$ cat src/rtl/crc16_framer.sv
// crc16_framer: forwards payload bytes from a source to the link, then
// appends the 16-bit CRC produced by the upstream crc16 engine as two
// trailer bytes. It also drives the engine's update and clear strobes,
// caps the frame length at MAX_LEN and enforces an inter-frame gap.
module crc16_framer #(
  parameter int GAP_CYCLES    = 2,
  parameter int MAX_LEN       = 1024,
  parameter bit CRC_MSB_FIRST = 1'b1
) (
  input  logic        clk,
  input  logic        rst_n,
  input  logic [7:0]  in_data,
  input  logic        in_valid,
  input  logic        in_last,
  output logic        in_ready,
  input  logic [15:0] crc_in,
  output logic        crc_en,
  output logic        crc_clr,
  output logic [7:0]  out_data,
  output logic        out_valid,
  output logic        out_last,
  input  logic        out_ready,
  output logic [15:0] frame_cnt,
  output logic        err_len
);

  // Byte counter must be able to hold MAX_LEN itself; gap counter must hold GAP_CYCLES.
  localparam int CW = $clog2(MAX_LEN + 1);
  localparam int GW = $clog2(GAP_CYCLES + 1);

  typedef enum logic [2:0] {
    S_GAP    = 3'd0,
    S_IDLE   = 3'd1,
    S_DATA   = 3'd2,
    S_CRC_HI = 3'd3,
    S_CRC_LO = 3'd4
  } state_t;

  state_t          state_q, state_d;
  logic [GW-1:0]   gap_q, gap_d;
  logic [CW-1:0]   cnt_q, cnt_d, new_cnt;
  logic [7:0]      hold_q, hold_d;
  logic [7:0]      data_d;
  logic            vld_d, last_d, err_d;
  logic [15:0]     fcnt_d;
  logic            slot_free, accept;

  // The output register can take a new byte when empty or draining this cycle.
  assign slot_free = !out_valid || out_ready;
  assign in_ready  = ((state_q == S_IDLE) || (state_q == S_DATA)) && slot_free;
  assign accept    = in_valid && in_ready;
  assign crc_en    = accept;
  assign crc_clr   = (state_q == S_GAP);
  // First byte of a frame restarts the count at 1.
  assign new_cnt   = (state_q == S_IDLE) ? CW'(1) : cnt_q + CW'(1);

  // Next-state and output-register logic.
  always_comb begin
    state_d = state_q;
    gap_d   = gap_q;
    cnt_d   = cnt_q;
    hold_d  = hold_q;
    data_d  = out_data;
    vld_d   = out_valid && !out_ready;
    last_d  = out_last && !out_ready;
    fcnt_d  = frame_cnt;
    err_d   = 1'b0;
    case (state_q)
      S_GAP: begin
        // Gap runs regardless of whether the final CRC byte has drained.
        gap_d = gap_q - GW'(1);
        if (gap_q == GW'(1)) state_d = S_IDLE;
      end
      S_IDLE, S_DATA: begin
        if (accept) begin
          data_d  = in_data;
          vld_d   = 1'b1;
          last_d  = 1'b0;
          cnt_d   = new_cnt;
          state_d = S_DATA;
          if (in_last || (new_cnt == CW'(MAX_LEN))) begin
            state_d = S_CRC_HI;
            err_d   = !in_last;
          end
        end
      end
      S_CRC_HI: begin
        // The engine's crc_code is only settled from this cycle on.
        if (slot_free) begin
          data_d  = CRC_MSB_FIRST ? crc_in[15:8] : crc_in[7:0];
          hold_d  = CRC_MSB_FIRST ? crc_in[7:0]  : crc_in[15:8];
          vld_d   = 1'b1;
          last_d  = 1'b0;
          state_d = S_CRC_LO;
        end
      end
      S_CRC_LO: begin
        if (slot_free) begin
          data_d  = hold_q;
          vld_d   = 1'b1;
          last_d  = 1'b1;
          fcnt_d  = frame_cnt + 16'd1;
          gap_d   = GW'(GAP_CYCLES);
          state_d = S_GAP;
        end
      end
      default: state_d = S_GAP;
    endcase
  end

  // State and output registers; reset parks the block in the gap so the engine is cleared.
  always_ff @(posedge clk or negedge rst_n) begin
    if (!rst_n) begin
      state_q   <= S_GAP;
      gap_q     <= GW'(GAP_CYCLES);
      cnt_q     <= '0;
      hold_q    <= '0;
      out_data  <= '0;
      out_valid <= 1'b0;
      out_last  <= 1'b0;
      frame_cnt <= '0;
      err_len   <= 1'b0;
    end else begin
      state_q   <= state_d;
      gap_q     <= gap_d;
      cnt_q     <= cnt_d;
      hold_q    <= hold_d;
      out_data  <= data_d;
      out_valid <= vld_d;
      out_last  <= last_d;
      frame_cnt <= fcnt_d;
      err_len   <= err_d;
    end
  end

endmodule

$ cat config.mk
export PLATFORM = sky130hd
export DESIGN_NAME = crc16_framer
export DESIGN_NICKNAME = d
export VERILOG_FILES = /design/src/rtl/crc16_framer.sv
export SDC_FILE = /design/constraint.sdc
export NUM_CORES = 1
export LEC_CHECK = 0
export ABC_AREA = 0
export CORE_MARGIN = 2
export CORE_UTILIZATION = 51
export DETAILED_ROUTE_END_ITERATION = 10
export PLACE_DENSITY = 0.8
export SLEW_MARGIN = 40
export SYNTH_ARGS = -nofsm -noshare
export SYNTH_HDL_FRONTEND = slang
export SYNTH_SLANG_ARGS = --single-unit
$ cat constraint.sdc
create_clock -name clk -period 2.4 [get_ports clk]
set_clock_uncertainty 0.1 [all_clocks]
set_input_delay 0.6 -clock clk [delete_from_list [all_inputs] [get_ports clk]]
set_output_delay 0.6 -clock clk [all_outputs]
set_load 0.01 [all_outputs]
### Word level (Yosys, flattened, before mapping)

Cells that the tools add are included.

* register bits: 51
* latch bits: 0
* bits in writable memories: 0
* memory bits (read-only): 0
* input bits: 29
* output and inout bits: 30
* logic and storage cells: 66
* memories: 0

* add/sub/neg operators: 3
* multipliers: 0
* divide/modulo/power cells: 0
* $lt $le $gt $ge: 0
* eq/ne operators: 10
* shifts and indexed selects: 0
* multiplexer cells: 23
* bitwise logic cells: 0
* reductions and logical operators: 21

Operators by type and width (count)
* 8-bit 2-to-1 mux: 3
* 8-bit one-hot mux with 3 select lines: 1
* 16-bit by 1-bit adder with 16-bit output (second input constant): 1
* 3-bit 2-to-1 mux: 4
* 3-bit one-hot mux with 4 select lines: 1
* 11-bit by 1-bit adder with 11-bit output (second input constant): 1
* 11-bit == test (second input constant): 1
* 11-bit 2-to-1 mux: 1
* 1-bit 2-to-1 mux: 9
* 2-bit AND reduction: 4
* 4-bit AND reduction: 2
* 3-bit by 2-bit == test with 1-bit output (second input constant): 2
* 2-bit inequality test (second input constant): 3
* 1-bit logical AND: 4
* 2-bit one-hot mux with 2 select lines: 1
* 2-bit OR reduction: 2
* 3-bit by 1-bit == test with 1-bit output (second input constant): 1
* 3-bit == test (second input constant): 1
* 1-bit zero test: 3
* 3-bit zero test: 1
* 1-bit logical OR: 3
* 1-bit one-hot mux with 3 select lines: 1
* 3-bit nonzero test: 1
* 2-bit by 1-bit == test with 1-bit output (second input constant): 1
* 5 further kinds: 5

### Longest topological paths before layout

Gate-level depths: netlist of run 1.

* word-level depth: 7
* depth in mapped cells: 8
* gate-level depth less buffers: 7

### Least setup slack after synthesis of run 1

Ideal clock, no wire load.

* path kind: input port to output port
* from: input port out_ready
* to: output port crc_en
* arrival time: 1.331 ns
* setup slack: 0.369 ns
* stages: 3
* path buffers: 0
* path through: nor2b_1 or4b_4 clkinv_2

* cells in the longest elaborated chain, start to end: 3

Ends and longest elaborated chain
* start, declared: RTL line 22 `input logic out_ready,`
* 1-bit logical OR: RTL line 49 `assign slot_free = !out_valid || out_ready;`
* 1-bit logical AND: RTL line 50 `assign in_ready = ((state_q == S_IDLE) || (state_q == S_DATA)) && slot_free;`
* 1-bit logical AND: RTL line 51 `assign accept = in_valid && in_ready;`
* end, declared: RTL line 17 `output logic crc_en,`

Every way passes these cells.

### Worst setup path in the final report of run 1

Same ends and word-level chain as after synthesis.

==> results by group, run 1 <==
Power and ir drop
  • Flop pwr share: 35.5%
  • VDD IR max: 0.598 mV
  • Tot Pwr: 0.00379 W
  • Part of the power in combinational logic: 48.5%
  • Net Switching: 0.00144 W
  • Power per cell area: 1050 nW/um^2
  • LEAKAGE: 1.50 nW
  • Int Pwr: 0.00234 W
  • Clock share of power: 16.0%
  • Sw Ratio: 38.2%

Global route
  • Initial antenna violation count: 0
  • First-pass GRT wire length: 10600 um
  • Largest net degree at the start of global routing: 34
  • GRT Util Overall: 22.0%
  • Total grt overflow: 0
  • Vias in the first global route: 2279

Critical path
  • R2R depth: 6
  • Worst-path maximum fanout: 2
  • Data arrival, critical path: 1590 ps
  • Kind of start point of the critical path: input pin
  • Crit path required time: 1700 ps
  • Critical path type: input pin to output port
  • CP endpoint kind: output port

Yosys
  • Area leader, netlist: dfrtp_1
  • Count leader, synth: dfrtp_1
  • Ys async rst share: 100%
  • Synth Register Bits: 51
  • Synth Cell Area: 2750 um^2
  • Post-synth EDFFs: 0
  • Synth Instances: 281
  • Unique masters post-synth: 56
  • Yosys warns: 0
  • Syn Nets: 313
  • Synth area leaders: dfrtp_1 (46%), o21ai_0 (4.2%), xnor2_1 (4.1%), mux2_2 (4.1%), nand2_1 (3.7%)
  • Top-area cell type share of the netlist area: 45.5%
  • Avg Cell Area, Syn: 9.78 um^2
  • Post-synthesis sequential area ratio: 46.5%
  • Synth cell count leaders: dfrtp_1 (50), nand2_1 (27), nor2_1 (24)
  • Main synth FF type: dfrtp_1

STA
  • Max Slew Vio Count: 0
  • Peak Freq: 0.436 GHz
  • Worst slew pin tran: 710 ps
  • Period utilization: 95.6%
  • Relative slew slack: 52.4%
  • Fin worst setup slack: 106 ps
  • Hold Violations, Final: 0
  • Period minus WS final: 2290 ps
  • Endpoints failing setup: 0
  • RSZ-0062 raised after global routing: no

Route
  • Post-route ant nets: 0
  • Final wirelength: 6200 um
  • DRT iter0 DRCs: 133
  • Post-DR vias/cell: 5.64
  • Post-route DRC: 0
  • Avg WL per Cell: 14.8 um
  • Vias: 2367
  • DR pass1 iterations: 4

Placement
  • Routability congestion estimate: 0.848
  • Detailed Place HPWL: 4370 um
  • Number of port buffers: 58
  • DP Worst Slack: -541 ps

Floorplanning
  • Row cnt: 26
  • Total die area: 5990 um^2
  • Core ar.: 5140 um^2
  • Die extent in y: 77.4 um
  • Starting Density: 53.5%
  • Ports: 59
  • Die extent in x: 77.4 um

Cells and area
  • Share of cells above drive strength 1: 14.9%
  • Synthesis-to-finish area growth: 31.0%
  • Final core utilization: 70.0%
  • Antenna Cells: 0
  • Post-layout nets: 381

Clock network
  • CTS Hold Buffers Added: 0
  • H-tree Lvls: 2
  • CTS tree: yes
  • CTS clk-pin slew, worst paths: 90 ps
  • CTS Sinks: 51
  • Root Driver: clkbuf_8
  • CTS Buf Count: 5
  • Clock latency on the worst-skew pair: 310 ps
  • Clk buf depth: 2

Min path
  • Hold crit path type: input pin to asynchronous set/reset pin

Outcome
  • Status: complete, no violations

Flow run
  • Max-Cap Viols: 0
-- power groups by stage --
stage | sequential, W | combinational [W] | clock [W]
floorplan | 0.00132 | 0.00115 | 0
CTS | 0.00134 | 0.00185 | 0.000622
global placement | 0.00135 | 0.00177 | 0
finish | 0.00134 | 0.00184 | 0.000606
detailed placement | 0.00135 | 0.00184 | 0
global route | 0.00138 | 0.00202 | 0.000657
-- state kept, by name, indices dropped and copies added, names as in the netlist --
signal / cells
hold_q: 8
gap_q: 2
out_last: 1
out_valid: 1
err_len: 1
frame_cnt: 16
out_data: 8
cnt_q: 11
state_q: 3
-- cells in the final DEF (no fill, tap or decap), types with 2 or more instances in the layout --
cell             synthesis  routed
nor3_2                   2       3
nand3_1                 11      11
ha_1                     3       3
and4_1                   2       2
a21oi_1                  8       8
o41ai_1                  2       2
a31oi_1                  2       2
dlygate4sd2_1            0       4
xnor2_1                 13      13
mux2_2                  10      10
nand2b_1                 5       5
a21o_1                   2       2
dfrtp_1                 50      50
nand4_1                  9       9
o21ai_0                 23      23
buf_4                    5      16
clkbuf_8                 0       5
o31ai_1                  3       3
clkinv_4                 0       2
o21ai_1                  6       6
and3_1                   2       2
nand2_1                 27      27
o221ai_1                 9       9
nor3b_1                 10      10
xor2_1                   5       5
nor3_1                   7       6
nor2_1                  24      24
or2_2                    2       2
buf_12                   0       2
inv_1                    3       3
clkdlybuf4s50_1          0      52
-- cell families (layout without fill, tap and decap cells) --
| family | Yosys count | in the layout | share of synthesized area (%) |
|---|---|---|---|
| XOR/XNOR | 18 | 18 | 5.74 |
| buffers and inverters | 19 | 88 | 3.87 |
| multiplexers | 11 | 11 | 4.46 |
| flip-flops | 51 | 51 | 46.5 |
| adder cells (fa/ha/maj) | 4 | 4 | 1.73 |
| AND/OR/NAND/NOR | 113 | 113 | 22.6 |
| AO/OA/AOI/OAI | 65 | 65 | 15.1 |
-- path summary, 6_finish.rpt --
| check | from | end | slack [ps] |
|---|---|---|---|
| max in group asynchronous | rst_n | gap_q[1]$_DFFE_PN1P_ | 1470 |
| min in group clk | frame_cnt[15]$_DFFE_PN0P_ | frame_cnt[15]$_DFFE_PN0P_ | 370 |
| min | rst_n | cnt_q[3]$_DFFE_PN0P_ | 120 |
| min reg2reg | frame_cnt[15]$_DFFE_PN0P_ | frame_cnt[15]$_DFFE_PN0P_ | 370 |
| max reg2reg | cnt_q[0]$_DFFE_PN0P_ | state_q[0]$_DFFE_PN0P_ | 240 |
| max | out_ready | crc_en | 110 |
-- critical path, cell delays in order --
cell and delay, ps:
dlygate4sd2_1 210, nor2b_1 60, or4b_4 570, clkinv_4 70, buf_6 90
-- stage by stage --
| stage | hold WS (ps) | instances | area (um^2) | setup TNS (ps) |
|---|---|---|---|---|
| after floorplan | 204 | 281 | 2750 | 0 |
| after global placement | 358 | 411 | 3470 | -1000 |
| after detailed placement | 366 | 411 | 3470 | -1110 |
| after CTS | 130 | 420 | 3600 | 0 |
| after global routing | 138 | 420 | 3600 | 0 |
| final | 122 | 420 | 3600 | 0 |
-- area by class of cell --
type	instances	area, um^2
well taps	70	87.6
repair buffers	76	732
inverters	4	20.0
flip-flops and latches	51	1280
clock inverters	3	43.8
clock buffers	5	68.8
fillers	429	1540
multi-input cells	211	1370
-- per-layer routing --
metal | vias to the layer above | track usage, % | routed length [um]
met4 | 0 | 9.11 | 115
met3 | 10 | 5.35 | 358
met1 | 1123 | 26.6 | 2740
li1 | 1165 | - | -
met5 | - | 0 | 0
met2 | 69 | 37.6 | 2980
-- what timing repair did --
action | CTS | global route
resized for setup | 11 | 0
setup endpoints to repair | 3 | 0
endpoints found under the hold margin | 0 | 0
buffers inserted | 1 | 0
(Power assumes the default switching activity.)
==> inputs of run 2 (changes only) <==
CORE_MARGIN = default   (was 2)
==> results by group, run 2 (same netlist as run 1, synthesis figures left out) <==
Route
  • Post-route ant nets: 0 (unchanged)
  • Post-DR vias/cell: 5.59 (-0.88%)
  • DRT iter0 DRCs: 108 (-19%)
  • DR pass1 iterations: 4 (unchanged)
  • Avg WL per Cell: 14.4 um (-2.2%)
  • Final wirelength: 6030 um (-2.7%)
  • Post-route DRC: 0 (unchanged)
  • Vias: 2335 (-1.4%)

Power and ir drop
  • Clock share of power: 13.2% (-2.8 points)
  • Int Pwr: 0.00223 W (-4.6%)
  • Power per cell area: 1020 nW/um^2 (-2.8%)
  • Part of the power in combinational logic: 49.9% (+1.4 points)
  • LEAKAGE: 1.48 nW (-1.3%)
  • Net Switching: 0.00141 W (-2.3%)
  • VDD IR max: 0.592 mV (-1.0%)
  • Flop pwr share: 36.9% (+1.4 points)
  • Tot Pwr: 0.00364 W (-3.7%)
  • Sw Ratio: 38.7% (+0.57 points)

Cells and area
  • Commonest non-fill, non-tap cell in the layout: clkdlybuf4s50_1
  • Biggest register: frame_cnt
  • Max reg flops: 16 (unchanged)
  • Sequential cell area: 1280 um^2 (unchanged)
  • Fill count: 445 (+3.7%)
  • Share of cells above drive strength 1: 13.8% (-1.1 points)
  • Area occupied by multi-input gates: 1370 um^2 (unchanged)
  • Final core utilization: 69.4% (-0.66 points)
  • Most frequent cells in the layout: clkdlybuf4s50_1 (52), dfrtp_1 (50), nand2_1 (27)
  • Antenna Cells: 0 (unchanged)
  • Synthesis-to-finish area growth: 29.7%
  • Post-Layout Inst Area: 3570 um^2 (-0.94%)
  • Post-layout nets: 379 (-0.52%)
  • Largest regs: frame_cnt x16, cnt_q x11

Critical path
  • CP endpoint kind: output port
  • Kind of start point of the critical path: input pin
  • Max stage delay on crit path: 560 ps (about the same)
  • Crit path required time: 1700 ps (about the same)
  • Worst-path maximum fanout: 2 (unchanged)
  • Critical path type: input pin to output port
  • Worst path slowest cell: or4b_4
  • Top delay family on crit path: simple AND/OR/NAND/NOR gates
  • Critical path cell sequence: dlygate4sd2_1 > nor2b_1 > or4b_4 > clkinv_4 > buf_6
  • Data arrival, critical path: 1600 ps (about the same)
  • Worst Path Buf+Inv: 3 (unchanged)

Global route
  • Vias in the first global route: 2218 (-2.7%)
  • First-pass GRT wire length: 10200 um (-3.8%)
  • Total grt overflow: 0 (unchanged)
  • GRT Util Overall: 23.5% (+1.5 points)
  • Initial antenna violation count: 0 (unchanged)
  • Largest net degree at the start of global routing: 33 (-2.9%)

Floorplanning
  • Starting Density: 53.5% (unchanged)
  • Core ar.: 5140 um^2 (unchanged)
  • Total die area: 5690 um^2 (-5.1%)
  • Row cnt: 26 (unchanged)
  • Die extent in x: 75.4 um (-2.6%)
  • Ports: 59 (unchanged)
  • Die extent in y: 75.4 um (-2.6%)

STA
  • Period minus WS final: 2300 ps (+10.2 ps)
  • Hold Violations, Final: 0 (unchanged)
  • Period utilization: 96.0% (+0.43 points)
  • Relative slew slack: 64.2% (+12 points)
  • Final setup TNS: 0 ps (unchanged)
  • Max Slew Vio Count: 0 (unchanged)
  • Endpoints failing setup: 0 (unchanged)
  • Worst slew pin tran: 536 ps (-173 ps)
  • RSZ-0062 raised after global routing: no
  • Fin worst setup slack: 95.4 ps (-10.2 ps)
  • Peak Freq: 0.434 GHz (-0.44%)

Clock network
  • CTS clk-pin slew, worst paths: 90 ps (about the same)
  • Clock latency on the worst-skew pair: 300 ps (about the same)
  • Post-CTS Setup Bufs: 0 (-1)
  • Post-CTS resize count: 11 (unchanged)
  • CTS Hold Buffers Added: 0 (unchanged)
  • CTS Sinks: 51 (unchanged)
  • CTS Buf Count: 5 (unchanged)
  • Clk buf depth: 2 (unchanged)
  • CTS tree: yes
  • H-tree Lvls: 2 (unchanged)
  • Root Driver: clkbuf_8

Placement
  • Number of port buffers: 58 (unchanged)
  • Routability congestion estimate: 0.775 (-8.6%)
  • Detailed Place HPWL: 4320 um (-1.1%)
  • DP Worst Slack: -537 ps (+4.17 ps)
  • Placed cell areas: 3480 um^2 (+0.14%)

Min path
  • Hold crit path type: input pin to asynchronous set/reset pin

Flow run
  • Max-Cap Viols: 0 (unchanged)

Outcome
  • Status: complete, no violations
## run 2: final timing paths
check / cells after the start / start / endpoint / slack, ps
min in group clk: 1 / frame_cnt[15]$_DFFE_PN0P_ / frame_cnt[15]$_DFFE_PN0P_ / 380
max in group asynchronous: 2 / rst_n / state_q[0]$_DFFE_PN0P_ / 1490
hold / removal: 1 / rst_n / frame_cnt[9]$_DFFE_PN0P_ / 170
setup / recovery: 5 / out_ready / crc_en / 100
setup reg to reg: 6 / cnt_q[0]$_DFFE_PN0P_ / state_q[0]$_DFFE_PN0P_ / 290
hold reg to reg: 1 / frame_cnt[15]$_DFFE_PN0P_ / frame_cnt[15]$_DFFE_PN0P_ / 380
## run 2: layout make-up
class	instances	share of cell area, %
Clock buffer	7	2.14
Clock inverter	1	0.140
Inverter	4	0.561
Multi-Input combinational cell	211	38.4
Sequential cell	51	35.8
Tap cell	70	2.46
Timing Repair Buffer	74	20.5
## run 2: power groups by stage
stage / Combinational, W / Sequential, W / Clock, W
finish: 0.00182 / 0.00134 / 0.000481
global route: 0.00203 / 0.00138 / 0.000526
CTS: 0.00183 / 0.00134 / 0.000493
detailed placement: 0.00183 / 0.00136 / 0
global placement: 0.00178 / 0.00135 / 0
floorplan: 0.00115 / 0.00132 / 0
## run 2: per-stage QoR
step                      hold slack, ps  cells
after floorplan                      204    281
after global placement               360    410
after detailed placement             374    410
after CTS                            186    418
after global routing                 212    418
final                                168    418
## run 2: per-layer routing
metal	GRT usage, %	vias to the layer above	wire length [um]
met5	0	-	0
met4	7.00	0	71
li1	-	1153	-
met3	4.37	7	296
met2	40.4	60	2950
met1	30.3	1115	2710
==> inputs of run 3 (changes only) <==
CAP_MARGIN = 10   (was default)
CORE_UTILIZATION = 53   (was 51)
CTS_BUF_LIST = sky130_fd_sc_hd__clkbuf_8   (was default)
PLACE_DENSITY = 0.83   (was 0.8)
SETUP_SLACK_MARGIN = 0.3   (was default)
==> results by group, run 3 (same netlist as run 1, synthesis figures left out) <==
Power and ir drop
  • Power per cell area: 1040 nW/um^2 (+1.4%)
  • LEAKAGE: 1.49 nW (+0.72%)
  • VDD IR max: 0.627 mV (+5.8%)

Min path
  • Hold crit path type: input pin to asynchronous set/reset pin

Route
  • Avg WL per Cell: 15.6 um (+8.3%)
  • Post-DR vias/cell: 5.67 (+1.4%)
  • Final wirelength: 6480 um (+7.5%)
  • DRT iter0 DRCs: 103 (-4.6%)
  • DR pass1 iterations: 4 (unchanged)
  • Vias: 2351 (+0.69%)
  • Post-route ant nets: 0 (unchanged)
  • Post-route DRC: 0 (unchanged)

Cells and area
  • Biggest register: frame_cnt
  • Antenna Cells: 0 (unchanged)
  • Final Non-Filler Cells: 415 (-0.72%)
  • Share of cells above drive strength 1: 16.4% (+2.6 points)
  • Sequential cell area: 1280 um^2 (about the same)
  • Most frequent cells in the layout: clkdlybuf4s50_1 (52), dfrtp_1 (49), nand2_1 (27)
  • Post-Layout Inst Area: 3600 um^2 (+1.0%)
  • Post-layout nets: 379 (unchanged)
  • Max reg flops: 16 (unchanged)
  • Commonest non-fill, non-tap cell in the layout: clkdlybuf4s50_1
  • Synthesis-to-finish area growth: 31.0%
  • Fill count: 361 (-19%)
  • Largest regs: frame_cnt x16, cnt_q x11
  • Area occupied by multi-input gates: 1400 um^2 (+2.2%)

STA
  • Max Slew Vio Count: 0 (unchanged)
  • Period minus WS final: 2260 ps (-47.8 ps)
  • Hold Violations, Final: 0 (unchanged)
  • Final setup TNS: 0 ps (unchanged)
  • Relative slew slack: 64.7% (+0.44 points)
  • Period utilization: 94.0% (-2.0 points)
  • Fin worst setup slack: 143 ps (+47.8 ps)
  • Peak Freq: 0.443 GHz (+2.1%)
  • Worst slew pin tran: 530 ps (-6.59 ps)
  • Endpoints failing setup: 0 (unchanged)
  • RSZ-0062 raised after global routing: yes

Floorplanning
  • Row cnt: 25 (-3.8%)
  • Ports: 59 (unchanged)
  • Total die area: 5480 um^2 (-3.7%)
  • Die extent in y: 74.0 um (-1.9%)
  • Die extent in x: 74.0 um (-1.9%)
  • Starting Density: 56.7% (+3.2 points)
  • Core ar.: 4850 um^2 (-5.7%)

Critical path
  • Kind of start point of the critical path: flop
  • Worst-path maximum fanout: 2 (unchanged)
  • Data arrival, critical path: 1560 ps (-40 ps)
  • RR Startpoint: state_q[1]$_DFFE_PN0P_
  • R2R depth: 6 (unchanged)
  • Reg2Reg Setup Slack: 410 ps (+120 ps)
  • R2R Path End: frame_cnt[7]$_DFFE_PN0P_
  • Critical path type: flop to output port
  • CP endpoint kind: output port
  • Crit path required time: 1700 ps (about the same)

Clock network
  • CTS clk-pin slew, worst paths: 90 ps (about the same)
  • Root Driver: clkbuf_8
  • CTS Sinks: 51 (unchanged)
  • CTS Buf Count: 5 (unchanged)
  • Clk buf depth: 2 (unchanged)
  • H-tree Lvls: 2 (unchanged)
  • Clock latency on the worst-skew pair: 300 ps (about the same)
  • CTS tree: yes

Global route
  • First-pass GRT wire length: 10600 um (+4.6%)
  • Initial antenna violation count: 0 (unchanged)
  • GRT Util Overall: 25.5% (+2.0 points)
  • Largest net degree at the start of global routing: 33 (unchanged)
  • Vias in the first global route: 2177 (-1.8%)
  • Total grt overflow: 0 (unchanged)

Placement
  • Placed cell areas: 3460 um^2 (-0.54%)
  • Number of port buffers: 58 (unchanged)
  • Detailed Place HPWL: 4450 um (+3.0%)
  • DP Worst Slack: -583 ps (-46.0 ps)
  • Placed cell count: 405 (-1.2%)
  • Routability congestion estimate: 0.830 (+7.2%)

Flow run
  • Max-Cap Viols: 0 (unchanged)

Outcome
  • Status: complete, no violations
[run 3: changes by cell type in the layout (fill, tap and decap cells not counted), moves of 2 or more]
cell           previous run  this run
dlygate4sd2_1             4         2
nor2_2                    0         2
nor2_1                   24        22
clkbuf_1                  2         0
[run 3: area by class of cell]
type                    instances  area share, %
well taps                      67           2.33
clock inverters                 2          0.243
repair buffers                 74           20.2
clock buffers                   6           2.29
inverters                       4          0.556
multi-input cells             211           38.9
flip-flops and latches         51           35.5
[run 3: report_power, final]
group	internal [W]	total [W]	switching [W]	leakage, nW
Combinational	0.000914	0.00186	0.000950	0.778
Clock	0.000229	0.000509	0.000280	0.0524
Sequential	0.00113	0.00136	0.000230	0.657
Total	0.00227	0.00373	0.00146	1.49
[run 3: timing repair]
action	4_1_cts	5_1_grt
gates resized for setup	20	6
setup endpoints to repair	6	11
pin swaps	1	3
hold buffers	0	0
buffers inserted	0	2
[run 3: how the worst max path moves through the flow]
stage / to / slack [ps] / cells after the start / startpoint
final: crc_en / 140 / 4 / out_valid$_DFF_PN0_
after global routing: crc_en / 110 / 4 / out_valid$_DFF_PN0_
after CTS: crc_en / 120 / 4 / state_q[0]$_DFFE_PN0P_
after detailed placement: crc_en / -580 / 5 / out_ready
after global placement: crc_en / -570 / 5 / out_ready
after floorplan: crc_en / 370 / 3 / out_ready
[run 3: per-stage QoR]
step           util [%]  power [W]  hold slack, ps
6_report           74.3    0.00373             165
5_1_grt            74.3    0.00398             199
4_1_cts            73.5    0.00370             182
3_5_place_dp       71.4    0.00317             371
3_3_place_gp       71.4    0.00311             361
2_1_floorplan         -    0.00247             204
[run 3: routing by layer]
metal  vias to the layer above  routed length, um  GRT usage [%]
met5                         -                  0              0
met4                         0                 78           6.41
met3                         6                246           5.28
met2                        51               3220           41.8
met1                      1138               2940           34.9
li1                       1156                  -              -
[run 3: worst max-delay path: stages (launching register included)]
cell and delay (ps):
dfrtp_1 390, nor2b_4 130, or4b_4 570, clkinv_4 70
buf_6 90
